$ cat config.mk
export PLATFORM = sky130hd
export DESIGN_NAME = mac_pipe_acc
export DESIGN_NICKNAME = d
export VERILOG_FILES = /design/src/rtl/mac_pkg.sv /design/src/rtl/mac_mult_pipe.sv /design/src/rtl/mac_pipe_acc.sv
export SDC_FILE = /design/constraint.sdc
export NUM_CORES = 1
export LEC_CHECK = 0
export ABC_CLOCK_PERIOD_IN_PS = 11700
export CORE_MARGIN = 1
export CORE_UTILIZATION = 38
export CTS_CLUSTER_DIAMETER = 50
export DETAILED_ROUTE_END_ITERATION = 12
export SYNTH_ARGS = -nofsm -noshare
export SYNTH_HDL_FRONTEND = slang
export SYNTH_SLANG_ARGS = --single-unit
$ cat constraint.sdc
create_clock -name clk -period 11.7 [get_ports clk]
set_clock_uncertainty 0.1 [all_clocks]
set_input_delay 1.17 -clock clk [delete_from_list [all_inputs] [get_ports clk]]
set_output_delay 1.17 -clock clk [all_outputs]
set_load 0.01 [all_outputs]
$ cat src/rtl/mac_pkg.sv
// Shared sizing functions and saturation bounds for the pipelined MAC datapath.
package mac_pkg;

    typedef logic signed [63:0] wide_t;

    function automatic int acc_width(input int width, input int taps);
        return 2 * width + $clog2(taps);
    endfunction

    function automatic int tap_cnt_width(input int taps);
        return $clog2(taps);
    endfunction

    function automatic wide_t sat_max(input int w);
        wide_t one;
        one = 64'sd1;
        return (one <<< (2 * w - 1)) - 64'sd1;
    endfunction

    function automatic wide_t sat_min(input int w);
        wide_t one;
        one = 64'sd1;
        return -(one <<< (2 * w - 1));
    endfunction

endpackage

$ cat src/rtl/mac_mult_pipe.sv
// Signed WIDTH x WIDTH multiplier with STAGES product registers, each carrying a valid bit.
module mac_mult_pipe #(
    parameter int WIDTH  = 14,
    parameter int STAGES = 2
) (
    input  logic                      clk,
    input  logic                      reset,
    input  logic                      en,
    input  logic                      flush,
    input  logic                      in_valid,
    input  logic signed [WIDTH-1:0]   a,
    input  logic signed [WIDTH-1:0]   b,
    output logic                      out_valid,
    output logic signed [2*WIDTH-1:0] out_prod
);

    localparam int PW = 2 * WIDTH;

    logic signed [PW-1:0] prod_d [STAGES];
    logic signed [PW-1:0] prod_q [STAGES];
    logic [STAGES-1:0]    vld_d;
    logic [STAGES-1:0]    vld_q;
    logic signed [PW-1:0] prod_in;

    assign prod_in = $signed({{WIDTH{a[WIDTH-1]}}, a}) * $signed({{WIDTH{b[WIDTH-1]}}, b});

    always_comb begin
        // NOTE: every output of this block gets a default first, so no path leaves one unassigned and no latch is inferred.
        prod_d = prod_q;
        vld_d  = vld_q;
        if (flush) begin
            vld_d = '0;
        end else if (en) begin
            prod_d[0] = prod_in;
            vld_d[0]  = in_valid;
            for (int i = 1; i < STAGES; i++) begin
                prod_d[i] = prod_q[i-1];
                vld_d[i]  = vld_q[i-1];
            end
        end
    end

    always_ff @(posedge clk) begin
        // NOTE: state is written with non-blocking assignments so every stage samples its predecessor's old value.
        // NOTE: the product data registers are cleared too, so the whole pipeline reads zero after reset, not just the valid bits.
        if (reset) begin
            vld_q <= '0;
            for (int i = 0; i < STAGES; i++) begin
                prod_q[i] <= '0;
            end
        end else begin
            vld_q  <= vld_d;
            prod_q <= prod_d;
        end
    end

    assign out_valid = vld_q[STAGES-1];
    assign out_prod  = prod_q[STAGES-1];

endmodule

$ cat src/rtl/mac_pipe_acc.sv
// Pipelined MAC: multiplier pipe feeding a TAPS-long windowed accumulator with a registered,
// optionally saturating, valid/ready output.
module mac_pipe_acc
    import mac_pkg::*;
#(
    parameter int WIDTH       = 14,
    parameter int MULT_STAGES = 2,
    parameter int TAPS        = 8,
    parameter int SATURATE    = 1
) (
    input  logic                      clk,
    input  logic                      reset,
    input  logic                      clear,
    input  logic                      in_valid,
    output logic                      in_ready,
    input  logic signed [WIDTH-1:0]   a,
    input  logic signed [WIDTH-1:0]   b,
    output logic                      out_valid,
    input  logic                      out_ready,
    output logic signed [2*WIDTH-1:0] out_data,
    output logic                      out_sat
);

    localparam int    OUT_W   = 2 * WIDTH;
    localparam int    ACC_W   = acc_width(WIDTH, TAPS);
    localparam int    CNT_W   = tap_cnt_width(TAPS);
    localparam wide_t SAT_MAX = sat_max(WIDTH);
    localparam wide_t SAT_MIN = sat_min(WIDTH);

    typedef logic [CNT_W-1:0] tap_cnt_t;
    localparam tap_cnt_t LAST_TAP = tap_cnt_t'(TAPS - 1);

    logic                    stall;
    logic                    p_valid;
    logic signed [OUT_W-1:0] p_data;
    logic signed [ACC_W-1:0] prod_ext;
    logic signed [ACC_W-1:0] sum;
    wide_t                   sum_wide;
    logic                    sat_hi;
    logic                    sat_lo;
    logic signed [OUT_W-1:0] conv_data;
    logic                    conv_sat;

    logic signed [ACC_W-1:0] acc_d, acc_q;
    tap_cnt_t                cnt_d, cnt_q;
    logic                    out_valid_d, out_valid_q;
    logic signed [OUT_W-1:0] out_data_d, out_data_q;
    logic                    out_sat_d, out_sat_q;

    assign stall    = out_valid_q && !out_ready;
    assign in_ready = !stall && !clear;

    mac_mult_pipe #(
        .WIDTH  (WIDTH),
        .STAGES (MULT_STAGES)
    ) u_mult (
        .clk       (clk),
        .reset     (reset),
        .en        (!stall),
        .flush     (clear),
        .in_valid  (in_valid && in_ready),
        .a         (a),
        .b         (b),
        .out_valid (p_valid),
        .out_prod  (p_data)
    );

    assign prod_ext = {{(ACC_W - OUT_W){p_data[OUT_W-1]}}, p_data};
    assign sum      = (cnt_q == '0) ? prod_ext : acc_q + prod_ext;
    assign sum_wide = {{($bits(wide_t) - ACC_W){sum[ACC_W-1]}}, sum};

    always_comb begin
        sat_hi    = sum_wide > SAT_MAX;
        sat_lo    = sum_wide < SAT_MIN;
        conv_sat  = sat_hi || sat_lo;
        conv_data = sum[OUT_W-1:0];
        if (SATURATE != 0) begin
            if (sat_hi) begin
                conv_data = SAT_MAX[OUT_W-1:0];
            end else if (sat_lo) begin
                conv_data = SAT_MIN[OUT_W-1:0];
            end
        end
    end

    // The handshake retires the held result even when clear arrives in the same cycle.
    always_comb begin
        acc_d       = acc_q;
        cnt_d       = cnt_q;
        out_valid_d = out_valid_q;
        out_data_d  = out_data_q;
        out_sat_d   = out_sat_q;
        if (out_valid_q && out_ready) begin
            out_valid_d = 1'b0;
        end
        if (clear) begin
            acc_d = '0;
            cnt_d = '0;
        end else if (!stall && p_valid) begin
            acc_d = sum;
            if (cnt_q == LAST_TAP) begin
                cnt_d       = '0;
                out_valid_d = 1'b1;
                out_data_d  = conv_data;
                out_sat_d   = conv_sat;
            end else begin
                cnt_d = cnt_q + tap_cnt_t'(1);
            end
        end
    end

    always_ff @(posedge clk) begin
        if (reset) begin
            acc_q       <= '0;
            cnt_q       <= '0;
            out_valid_q <= 1'b0;
            out_data_q  <= '0;
            out_sat_q   <= 1'b0;
        end else begin
            acc_q       <= acc_d;
            cnt_q       <= cnt_d;
            out_valid_q <= out_valid_d;
            out_data_q  <= out_data_d;
            out_sat_q   <= out_sat_d;
        end
    end

    assign out_valid = out_valid_q;
    assign out_data  = out_data_q;
    assign out_sat   = out_sat_q;

endmodule

# Word level (Yosys, flattened, before mapping)

Index checks and enable logic that the tools add are counted.

Equal/unequal tests: 1
Add/sub/neg operators: 2
Muxes and demuxes: 8
Bitwise logic cells: 2
Reduce and logical (&&, ||, !) cells: 13
Multipliers: 1
Order comparisons: 2

Operator list:

| operator                                                      | number |
|---|---|
| two-way mux 28 bit                                            | 2 |
| adder 31 x 28 -> 31 bit                                       | 1 |
| > comparator 31 x 28 -> 1 bit (second input constant)         | 1 |
| less-than comparator 31 x 28 -> 1 bit (second input constant) | 1 |
| two-way mux 31 bit                                            | 1 |
| multiplier 14 x 14 -> 28 bit                                  | 1 |
| logical AND 1 bit                                             | 5 |
| two-way mux 1 bit                                             | 4 |
| adder 3 x 1 -> 3 bit (second input constant)                  | 1 |
| equality test 3 bit (second input constant)                   | 1 |
| logical NOT 1 bit                                             | 3 |
| logical NOT 3 bit                                             | 1 |
| two-way mux 3 bit                                             | 1 |
| AND reduction 3 bit                                           | 1 |
| inverter 1 bit                                                | 2 |
| AND reduction 2 bit                                           | 1 |
| OR reduction 2 bit                                            | 1 |
| logical OR 1 bit                                              | 1 |

Logic and storage cells: 37
Bits of input ports: 33
Output and inout port bits: 31
Bits in registers: 122

# Longest topological paths before layout

Gate-level depths: netlist of run 1.

Word-level depth: 6
Gate-level depth with buffers: 25

# Cells and area by module

From an unflattened synthesis of run 1, not the netlist that was laid out.

Cell total of the unflattened synthesis: 1724
Area, all modules: 14490.1 sq um

By module, submodules not included:

| module        | area an instance (sq um) | instances | sequential area each (sq um) | cells each |
|---|---|---|---|---|
| mac_mult_pipe | 9998.3                   | 1         | 1161.1                       | 1143 |
| mac_pipe_acc  | 4491.8                   | 1         | 1281.2                       | 581 |

# Worst setup path after synthesis of run 1

No wires, ideal clock.

Path kind: input port to flip-flop
Start point: input port a[13]
End point: register u_mult.prod_q[55] (netlist bit)
Arrival time: 6.669 ns
Setup time: 0.120 ns
Cell stages on the path: 20
Setup slack: 4.811 ns
Cells stage by stage: clkbuf_1 nand2_1 fa_1 fa_1 inv_1 fa_1 fa_1 fa_1 inv_1 fa_1 inv_1 ha_1 a21o_1 a21o_1 a21o_1 nor3_1 a21oi_1 a221oi_1 nor3b_1 a211o_1

Longest elaborated chain between the ends: 1

RTL lines:

| what                         | RTL line            | text |
|---|---|---|
| start, declared              | mac_pipe_acc.sv:16  | `input logic signed [WIDTH-1:0] a,` |
| multiplier 14 x 14 -> 28 bit | mac_mult_pipe.sv:25 | `assign prod_in = $signed({{WIDTH{a[WIDTH-1]}}, a}) * $signed({{WIDTH{b[WIDTH-1]}}, b});` |
| end signal, assigned         | mac_mult_pipe.sv:53 | `prod_q <= prod_d;` |
| end, declared                | mac_mult_pipe.sv:20 | `logic signed [PW-1:0] prod_q [STAGES];` |

Every way passes these cells.
A chain may end at the register's enable or synchronous reset.

# Final worst setup path of run 1

Start point: input port b[3]
End point: register u_mult.prod_q[55] (netlist bit)

Longest elaborated chain between the ends: 1

RTL lines:

| what                         | RTL line            | text |
|---|---|---|
| start, declared              | mac_pipe_acc.sv:17  | `input logic signed [WIDTH-1:0] b,` |
| multiplier 14 x 14 -> 28 bit | mac_mult_pipe.sv:25 |  |

Every way passes these cells.

==> flow_summary.json, run 1 <==
{
  "setup_viol": 0,
  "antenna_found_initial": 0,
  "met1_usage_pct": 24.4,
  "hold_viol": 0,
  "worstRegToRegCells": 10,
  "rr_endpoint": "out_data[18]",
  "reg2reg_from": "u_mult.out_prod[9]",
  "grt_pass1_wl_microns": 54500,
  "timing.setup.tns_ns": 0,
  "cts_root_buf": "clkbuf_16",
  "min_path_type": "reg2reg",
  "synth_edf_count": 0,
  "end_kind": "flip-flop",
  "clkSinkCount": 122,
  "grt.overflow.total": 0,
  "worstHoldStart": "u_mult.prod_q[54]",
  "cap_violations": 0,
  "hold_path_depth": 2,
  "worstHoldEndpoint": "u_mult.out_prod[26]",
  "critPathBufInv": 5,
  "first_pass_iters": 5,
  "grt_max_degree": 91,
  "cts_made_buffers": 17,
  "cts_setup_buffers": 0,
  "synth-main-ff-cell": "dfxtp_1",
  "fin_util_pct": 42.6,
  "fp.dieArea_sq_um": 37900,
  "syn_inst": 1661,
  "tritoncts": "done",
  "ys_warn_count": 0,
  "outcome": "completed",
  "cp.arrival_ns": 7.67,
  "die_y_microns": 195,
  "post-place-cells": 2114,
  "power_leakage_uw": 0.00701,
  "io_buffers": 63,
  "via_count": 10800,
  "cp_common_cell": "fa_1",
  "synth-async-reset-ratio_pct": 0,
  "grt-busiest-layer": "met2",
  "dpl.hpwl_microns": 24500,
  "slew_headroom_pct": 26.5,
  "rsz0062_at_grt": "no",
  "final_antenna_net_count": 0,
  "synthesis.nets": 1990,
  "wl_per_cell_microns": 14.6,
  "critPathKind": "in2reg",
  "critPathRequiredTime_ns": 11.91,
  "use_met3_pct": 1.61,
  "first_global_vias": 11000,
  "start_kind": "primary input",
  "area_growth_pct": 10.4,
  "diodes": 0,
  "hold_buffers": 0,
  "viasPerCell": 5.03,
  "core_sq_um": 36600,
  "cp_top_family": "adder cells",
  "crit_chain": "clkdlybuf4s50_1 > and2_1 > inv_1 > fa_1 > fa_1 > inv_1 > fa_1 > fa_1 > fa_1 > inv_1 > fa_1 > inv_1 > ha_1 > a21o_1 > a21o_1 > a21o_1 > nor3_1 > a21oi_1 > a221oi_1 > nor3b_1 > a211o_1",
  "fin_cells": 2146,
  "fin_nets": 1994,
  "worst_pin_slew_ns": 1.10,
  "path_max_fanout": 14,
  "cts_buffer_depth": 2,
  "worstSkewPairLatency_ns": 0.42,
  "slowest_delay_ns": 0.79,
  "period_minus_slack_ns": 7.46,
  "finalMaxSlewViolations": 0,
  "min_period_over_period_pct": 63.8,
  "cts_resized": 0,
  "final_layout_size_suffix_gt1_share_pct": 4.41,
  "r2r_slack_ns": 7.54,
  "clk_pin_slew_ns": 0.06,
  "synth_area_per_cell_sq_um": 8.50,
  "fillers": 3692,
  "pin_count": 64,
  "grt_use_met2_pct": 29.2,
  "grt_usage_pct": 17.4,
  "dieWidth_microns": 195,
  "syn_area_sq_um": 14100,
  "yosysSeqAreaShare_pct": 17.3,
  "first_iter_violations": 530,
  "vdd_ir_drop_max_mv": 0.211,
  "routed_wl_microns": 31400,
  "max_freq_ghz": 0.134,
  "gp_congestion": 0.885,
  "synth-seq-cells": 122,
  "ys_types": 69,
  "drcViolationCount": 0,
  "cts_max_level": 4,
  "initial_core_util_pct": 38.6,
  "crit_slowest_cell": "clkdlybuf4s50_1",
  "num_rows": 70,
  "power_density_nw_per_um2": 276
}
==> power breakdown <==
group | switching (uW) | total (uW) | internal [uW]
combinational | 1810 | 3320 | 1510
sequential | 23.5 | 487 | 464
clock | 216 | 493 | 278
total | 2050 | 4300 | 2250
==> cells in the mapped netlist (3+ instances only) <==
library cell / instances / area [sq um]
a2111oi_0: 4 / 35.0
a211o_1: 3 / 26.3
a211oi_1: 19 / 143
a211oi_2: 20 / 250
a21o_1: 27 / 203
a21oi_1: 107 / 536
a221oi_1: 4 / 35.0
a311oi_1: 11 / 96.3
a31oi_1: 11 / 68.8
a41o_1: 3 / 30.0
and2_1: 112 / 701
and3_1: 6 / 37.5
buf_1: 5 / 18.8
buf_2: 5 / 25.0
buf_6: 4 / 45.0
clkbuf_1: 68 / 255
dfxtp_1: 122 / 2440
fa_1: 196 / 3920
ha_1: 100 / 1250
inv_1: 252 / 946
mux2i_1: 5 / 50.1
nand2_1: 249 / 935
nand2b_1: 13 / 81.3
nand3_1: 16 / 80.1
nand3b_1: 4 / 30.0
nand4_1: 3 / 18.8
nor2_1: 95 / 357
nor2b_1: 7 / 43.8
nor3_1: 15 / 75.1
nor3b_1: 4 / 30.0
o211ai_1: 6 / 45.0
o21a_1: 6 / 45.0
o21ai_0: 42 / 210
o21bai_1: 9 / 67.6
o2bb2ai_1: 9 / 78.8
o31ai_1: 5 / 37.5
xnor2_1: 35 / 307
xor2_1: 16 / 140
==> state kept, by name (all words and copies together) (netlist names) <==
name and flops:
acc_q 31, out_data 28, u_mult.out_prod 28, u_mult.prod_q 28, cnt_q 3, u_mult.vld_q 2
out_sat 1, out_valid 1
==> worst max-delay path by stage <==
stage / slack, ns / from / cells after the start / end
floorplan: 4.81 / a[13] / 20 / u_mult.prod_q[55]
CTS: 4.23 / b[3] / 21 / u_mult.prod_q[55]
detailed placement: 3.79 / b[3] / 21 / u_mult.prod_q[55]
global route: 3.76 / b[3] / 21 / u_mult.prod_q[55]
finish: 4.24 / b[3] / 21 / u_mult.prod_q[55]
global placement: 3.89 / b[3] / 21 / u_mult.prod_q[55]
==> kinds of logic (layout without fill, tap and decap cells) <==
kind of cell,Yosys count,in the layout,synth area share [%]
AND/OR/NAND/NOR,539,539,17.8
buffers and inverters,337,354,9.28
AO/OA/AOI/OAI,310,310,15.3
adder cells (fa/ha/maj),296,296,36.7
flip-flops,122,122,17.3
XOR/XNOR,52,52,3.36
multiplexers,5,5,0.355
==> layer usage <==
layer	vias to the layer above	routed length (microns)
li1	5358	-
met1	5247	15800
met2	168	14500
met3	21	914
met4	0	263
met5	-	0
==> stage by stage <==
stage / hold slack, ns / total power, uW / area [sq um] / setup slack [ns]
final: 0.351 / 4300 / 15600 / 4.24
after detailed placement: 0.345 / 3840 / 15000 / 3.79
after CTS: 0.353 / 4350 / 15600 / 4.23
after global routing: 0.367 / 4850 / 15600 / 3.76
after floorplan: 0.325 / 3180 / 14100 / 4.81
after global placement: 0.342 / 3770 / 15000 / 3.89
==> tightest hold or removal path, cell delays in order (launching register included) <==
cell and delay (ns):
dfxtp_1 0.31, nand2_1 0.05, a21oi_1 0.05
==> cells in the final DEF (no fill, tap or decap), drive strengths merged, types with 4 or more instances in the layout <==
cell type	Yosys	final
inv	252	260
nand2	249	249
fa	196	196
dfxtp	122	122
and2	112	112
a21oi	108	108
ha	100	100
nor2	96	96
clkdlybuf4s50	0	62
o21ai	44	44
a211oi	39	39
xnor2	36	36
a21o	27	27
clkbuf	69	17
nand3	16	16
xor2	16	16
nor3	16	16
nand2b	13	13
a31oi	11	11
a311oi	11	11
o2bb2ai	10	10
o21bai	9	9
buf	16	8
nor2b	7	7
o211ai	7	7
and3	6	6
o21a	6	6
mux2i	5	5
o31ai	5	5
a221oi	5	5
or2	5	5
a2111oi	4	4
nand3b	4	4
clkinvlp	0	4
nor3b	4	4
==> cell type report <==
class	instances	area [sq um]	area share (%)
inverter	252	946	6.07
timing repair buffer	70	681	4.37
tap	468	586	3.76
clock buffer	17	425	2.73
multi-input combinational	1202	10400	66.6
sequential	122	2440	15.7
clock inverter	15	129	0.827
Note: power is estimated with default switching activity, not from simulation.
==> run 2, diff against run 1 <==
--- a/config.mk
+++ b/config.mk
@@ -5,7 +5,7 @@
 export SDC_FILE = /design/constraint.sdc
 export NUM_CORES = 1
 export LEC_CHECK = 0
-export ABC_CLOCK_PERIOD_IN_PS = 11700
+export ABC_CLOCK_PERIOD_IN_PS = 6400
 export CORE_MARGIN = 1
 export CORE_UTILIZATION = 38
 export CTS_CLUSTER_DIAMETER = 50
==> constraint.sdc (replaced) <==
create_clock -name clk -period 6.4 [get_ports clk]
set_clock_uncertainty 0.1 [all_clocks]
set_input_delay 0.64 -clock clk [delete_from_list [all_inputs] [get_ports clk]]
set_output_delay 0.64 -clock clk [all_outputs]
set_load 0.01 [all_outputs]
==> run 2 against run 1 <==
Combinational power up 140%. Sequential power grew 83%. Non-clock buffer count increased by 131. Final cell count rose by 6.1%. Via count up 5.1%. Final area grew 8.0%. Critical path type unchanged. Critical endpoint unchanged.
==> flow_summary.json, run 2 (synthesized netlist as in run 1, its figures left out) <==
{
  "max_freq_ghz": 0.162,
  "grt_usage_pct": 17.6,
  "finalMaxSlewViolations": 0,
  "slowest_delay_ns": 0.54,
  "vdd_ir_drop_max_mv": 0.433,
  "area_growth_pct": 19.2,
  "clkSinkCount": 122,
  "whs_ns": 0.346,
  "layout_common_cells": "inv_1 (251), nand2_1 (248), fa_1 (190)",
  "num_rows": 70,
  "viasPerCell": 4.98,
  "hold_path_depth": 2,
  "worst_pin_slew_ns": 1.12,
  "met1_usage_pct": 23.9,
  "use_met3_pct": 1.54,
  "dpl.hpwl_microns": 25500,
  "final_layout_size_suffix_gt1_share_pct": 12.6,
  "end_kind": "flip-flop",
  "fin_nets": 2125,
  "first_global_vias": 11600,
  "grt_max_degree": 91,
  "core_sq_um": 36600,
  "grt.overflow.total": 0,
  "fp.dieArea_sq_um": 37900,
  "period_minus_slack_ns": 6.19,
  "routed_wl_microns": 32200,
  "post-place-cells": 2237,
  "cts_max_level": 4,
  "outcome": "completed",
  "path_max_fanout": 5,
  "cap_violations": 0,
  "cp_common_cell": "fa_1",
  "critPathKind": "in2reg",
  "fin_util_pct": 46.0,
  "largest-register": "acc_q",
  "io_buffers": 63,
  "setup_viol": 0,
  "worstSkewPairLatency_ns": 0.41,
  "slew_headroom_pct": 25.3,
  "grt-busiest-layer": "met2",
  "final_common_cell": "inv_1",
  "final_antenna_net_count": 0,
  "power_leakage_uw": 0.00782,
  "grt_pass1_wl_microns": 55800,
  "min_path_type": "reg2reg",
  "fin_total_pwr_uw": 9710,
  "wl_per_cell_microns": 14.1,
  "fin_cells": 2277,
  "cts_root_buf": "clkbuf_16",
  "antenna_found_initial": 0,
  "critPathRequiredTime_ns": 6.60,
  "worstRegToRegCells": 10,
  "hold_viol": 0,
  "crit_chain": "clkdlybuf4s50_1 > buf_6 > buf_12 > nand2_1 > fa_1 > fa_1 > fa_1 > inv_1 > fa_1 > fa_1 > inv_1 > fa_1 > inv_1 > ha_1 > a211o_1 > o41a_1 > a21oi_2 > a21oi_2 > a221oi_2 > nor3b_1 > a211o_1",
  "drcViolationCount": 0,
  "clk_pin_slew_ns": 0.06,
  "first_iter_violations": 541,
  "cts_made_buffers": 17,
  "min_period_over_period_pct": 96.7,
  "diodes": 0,
  "largest_reg_flops": 31,
  "crit_slowest_cell": "fa_1",
  "dieWidth_microns": 195,
  "initial_core_util_pct": 38.6,
  "start_kind": "primary input",
  "pin_count": 64,
  "cp.arrival_ns": 6.39,
  "grt_use_met2_pct": 30.1,
  "tritoncts": "done",
  "gp_congestion": 0.895,
  "cts_buffer_depth": 2,
  "r2r_slack_ns": 2.22,
  "via_count": 11300,
  "die_y_microns": 195,
  "power_density_nw_per_um2": 577,
  "first_pass_iters": 5
}
-- run 2: cell types whose count changed in the layout (fill, tap and decap cells not counted), sizes merged, moves of 2 or more --
cell	delta
dlymetal6s2s	+12
clkinv	+3
clkbuf	+3
inv	-7
dlygate4sd2	+4
clkdlybuf4s50	-17
buf	+131
bufinv	+2
-- run 2: final cells by class --
| cell class | instances | area, sq um |
|---|---|---|
| Clock buffer | 20 | 457 |
| Multi-Input combinational cell | 1202 | 10500 |
| Inverter | 252 | 946 |
| Timing Repair Buffer | 201 | 1770 |
| Clock inverter | 12 | 140 |
| Fill cell | 3581 | 19800 |
| Tap cell | 468 | 586 |
| Sequential cell | 122 | 2440 |
-- run 2: final timing paths --
path | from | endpoint
max | b[6] | u_mult.prod_q[55]
min | u_mult.prod_q[52] | u_mult.prod_q[52]
max reg2reg | u_mult.out_prod[9] | out_data[18]
min reg2reg | u_mult.prod_q[52] | u_mult.prod_q[52]
-- run 2: repair_timing --
item	CTS	global route
endpoints found under the setup margin	6	10
buffers inserted	0	7
hold buffers	0	0
gates cloned	0	1
pin swaps	0	23
hold endpoints to repair	0	0
resized for setup	8	45
-- run 2: metrics by stage --
| step | setup TNS, ns | cell area, sq um | setup WS (ns) |
|---|---|---|---|
| 2_1_floorplan | 0 | 14100 | 0.0413 |
| 3_3_place_gp | -3.90 | 16000 | -0.456 |
| 3_5_place_dp | -5.15 | 16000 | -0.617 |
| 4_1_cts | 0 | 16600 | 0.00737 |
| 5_1_grt | -0.00381 | 16800 | -0.00260 |
| 6_report | 0 | 16800 | 0.213 |
-- run 2: report_power, final --
group          total, uW  switching (uW)  internal (uW)
registers            891            43.8            848
logic               7860            3750           4110
clock network        958             360            598
-- run 2: worst max-delay path, delay by kind of cell --
kind,cells,cell delay [ns]
simple gates,2,0.14
compound gates,6,1.51
fa+ha+maj,7,3.24
buf+inv,6,0.85
-- run 2: layer usage --
metal / share of wire (%) / vias to the layer above
met2: 47 / 219
met1: 49 / 5485
met4: 1.5 / 0
met3: 3.1 / 39
li1: - / 5598
met5: 0 / -
==> RTL edit, RTL diff (config.mk and constraints of run 1) <==
Reset style: asynchronous (`reset`), changed in 2 clocked blocks.
--- a/src/rtl/mac_mult_pipe.sv
+++ b/src/rtl/mac_mult_pipe.sv
@@ -40,7 +40,7 @@
         end
     end
 
-    always_ff @(posedge clk) begin
+    always_ff @(posedge clk or posedge reset) begin
         // NOTE: state is written with non-blocking assignments so every stage samples its predecessor's old value.
         // NOTE: the product data registers are cleared too, so the whole pipeline reads zero after reset, not just the valid bits.
         if (reset) begin
--- a/src/rtl/mac_pipe_acc.sv
+++ b/src/rtl/mac_pipe_acc.sv
@@ -109,7 +109,7 @@
         end
     end
 
-    always_ff @(posedge clk) begin
+    always_ff @(posedge clk or posedge reset) begin
         if (reset) begin
             acc_q       <= '0;
             cnt_q       <= '0;
Behaviour: same outputs for any inputs over 10 cycles, from zero or initial values and one cycle with reset high; that may be too few to reach the edited logic, so the function may still have changed.
==> RTL edit against run 1 <==
Cell count down 3.5%; sequential cell count stayed put; clock power grew 8.9%; cell area increased by 0.93%; synthesized area increased by 0.23%; combinational power is 3% higher; global-route usage is 0.21 points lower; count of clock-buffer cells in the layout stayed put; setup slack worse by 260 ps; sequential power rose by 23%; wire length barely moved; power grew 6.0%; utilization up 0.40 points; largest cell class unchanged; largest power group unchanged.
==> RTL edit: results (changes against run 1) <==
- The largest incremental delay on the critical path came to 660 ps (was 790 ps).
- The routing usage on met1 came to 25.7% (was 24.4%).
- The highest ir drop seen on vdd is 0.215 mV (was 0.211 mV).
- The actual slew at the worst max-slew pin came to 1330 ps (was 1100 ps).
- The leakage power is 7.86 nW (was 7.01 nW).
- The combined global-route utilization of all metal layers is 17.2% (was 17.4%).
- The global-route wire length before repair is 53200 um (was 54500 um).
- The placed cell area is 0.0151 mm2 (was 0.0150 mm2).
- The setup slack of the worst register-to-register path came to 6970 ps (was 7540 ps).
- Leading post-synthesis cells by instance count: 258 x nand2_1, 257 x inv_1, 196 x fa_1 (was 252 x inv_1, 249 x nand2_1, 196 x fa_1).
- The number of global-route vias before repair is 10499 (was 11019).
- The number of nets in the synthesized netlist is 1899 (was 1990).
- The depth of the most critical reg-to-reg path was 13 (was 10).
- The placer's final routability congestion estimate is 0.854 (was 0.885).
- The internal power consumption is 2.39 mW (was 2.25 mW).
- The DRC marker count from the first detailed-route iteration came to 618 (was 530).
- The routed length on met3 is 1110 um (was 914 um).
- The total detailed-routing wirelength came to 31400 um (about the same).
- Outcome: complete, no violations (unchanged).
- The wire length the detailed router placed on met1 came to 16200 um (was 15800 um).
- The proportion of register bits with asynchronous set or reset after synthesis is 100% (was 0%).
- The HPWL after detailed placement is 24300 um (was 24500 um).
- The maximum number of pins on one net before global-route repair is 83 (was 91).
- The worst setup path endpoint is u_mult.prod_q[52]$_DFFE_PP0P_ (was u_mult.prod_q[55]$_SDFFE_PP0P_).
- The combinational cell fraction of total power is 75.1% (was 77.2%).
- The origin of the worst min-delay path was u_mult.prod_q[45]$_DFFE_PP0P_ (was u_mult.prod_q[54]$_SDFFE_PP0P_).
- The fraction of layout instances using a drive strength above 1 was 4.24% (was 4.41%).
- The met2 routing resource usage after global routing is 27.2% (was 29.2%).
- The unique cell type count in the Yosys netlist was 58 (was 69).
- The power consumed by the clock network is 0.537 mW (was 0.493 mW).
- Cell types with the largest area share after synthesis: fa_1 28%, dfrtp_1 22%, ha_1 8.8% (was fa_1 28%, dfxtp_1 17%, ha_1 8.9%).
RTL edit: cell count changes in the layout (fill, tap and decap cells not counted), moves of 18 or more:
cell	delta
dfrtp_1	+122
o21ai_0	+27
a21oi_1	-59
dfxtp_1	-122
nor2_1	-25
a211oi_2	-18
o32ai_1	+26
RTL edit: per-stage QoR:
step	setup slack, ps	power (mW)	cells	hold WS (ps)
4_1_cts	4010	4.62	2070	364
5_1_grt	3690	5.17	2070	384
3_3_place_gp	3610	3.99	2039	350
6_report	3980	4.55	2070	362
2_1_floorplan	4650	3.41	1570	339
3_5_place_dp	3560	4.06	2039	349
RTL edit: cell families after synthesis:
kind of cell	after synthesis	synth area share, %
xor+xnor	54	3.34
mux	9	0.646
compound gates	263	12.6
buf+inv	326	8.94
fa+ha+maj	296	36.6
simple gates	500	16.3
flops	122	21.6
RTL edit: final cells by class:
type	count	area (um2)
inverters	257	967
flip-flops and latches	122	3050
well taps	468	586
clock inverters	14	174
fillers	3614	20900
multi-input cells	1122	9840
repair buffers	70	683
clock buffers	17	425
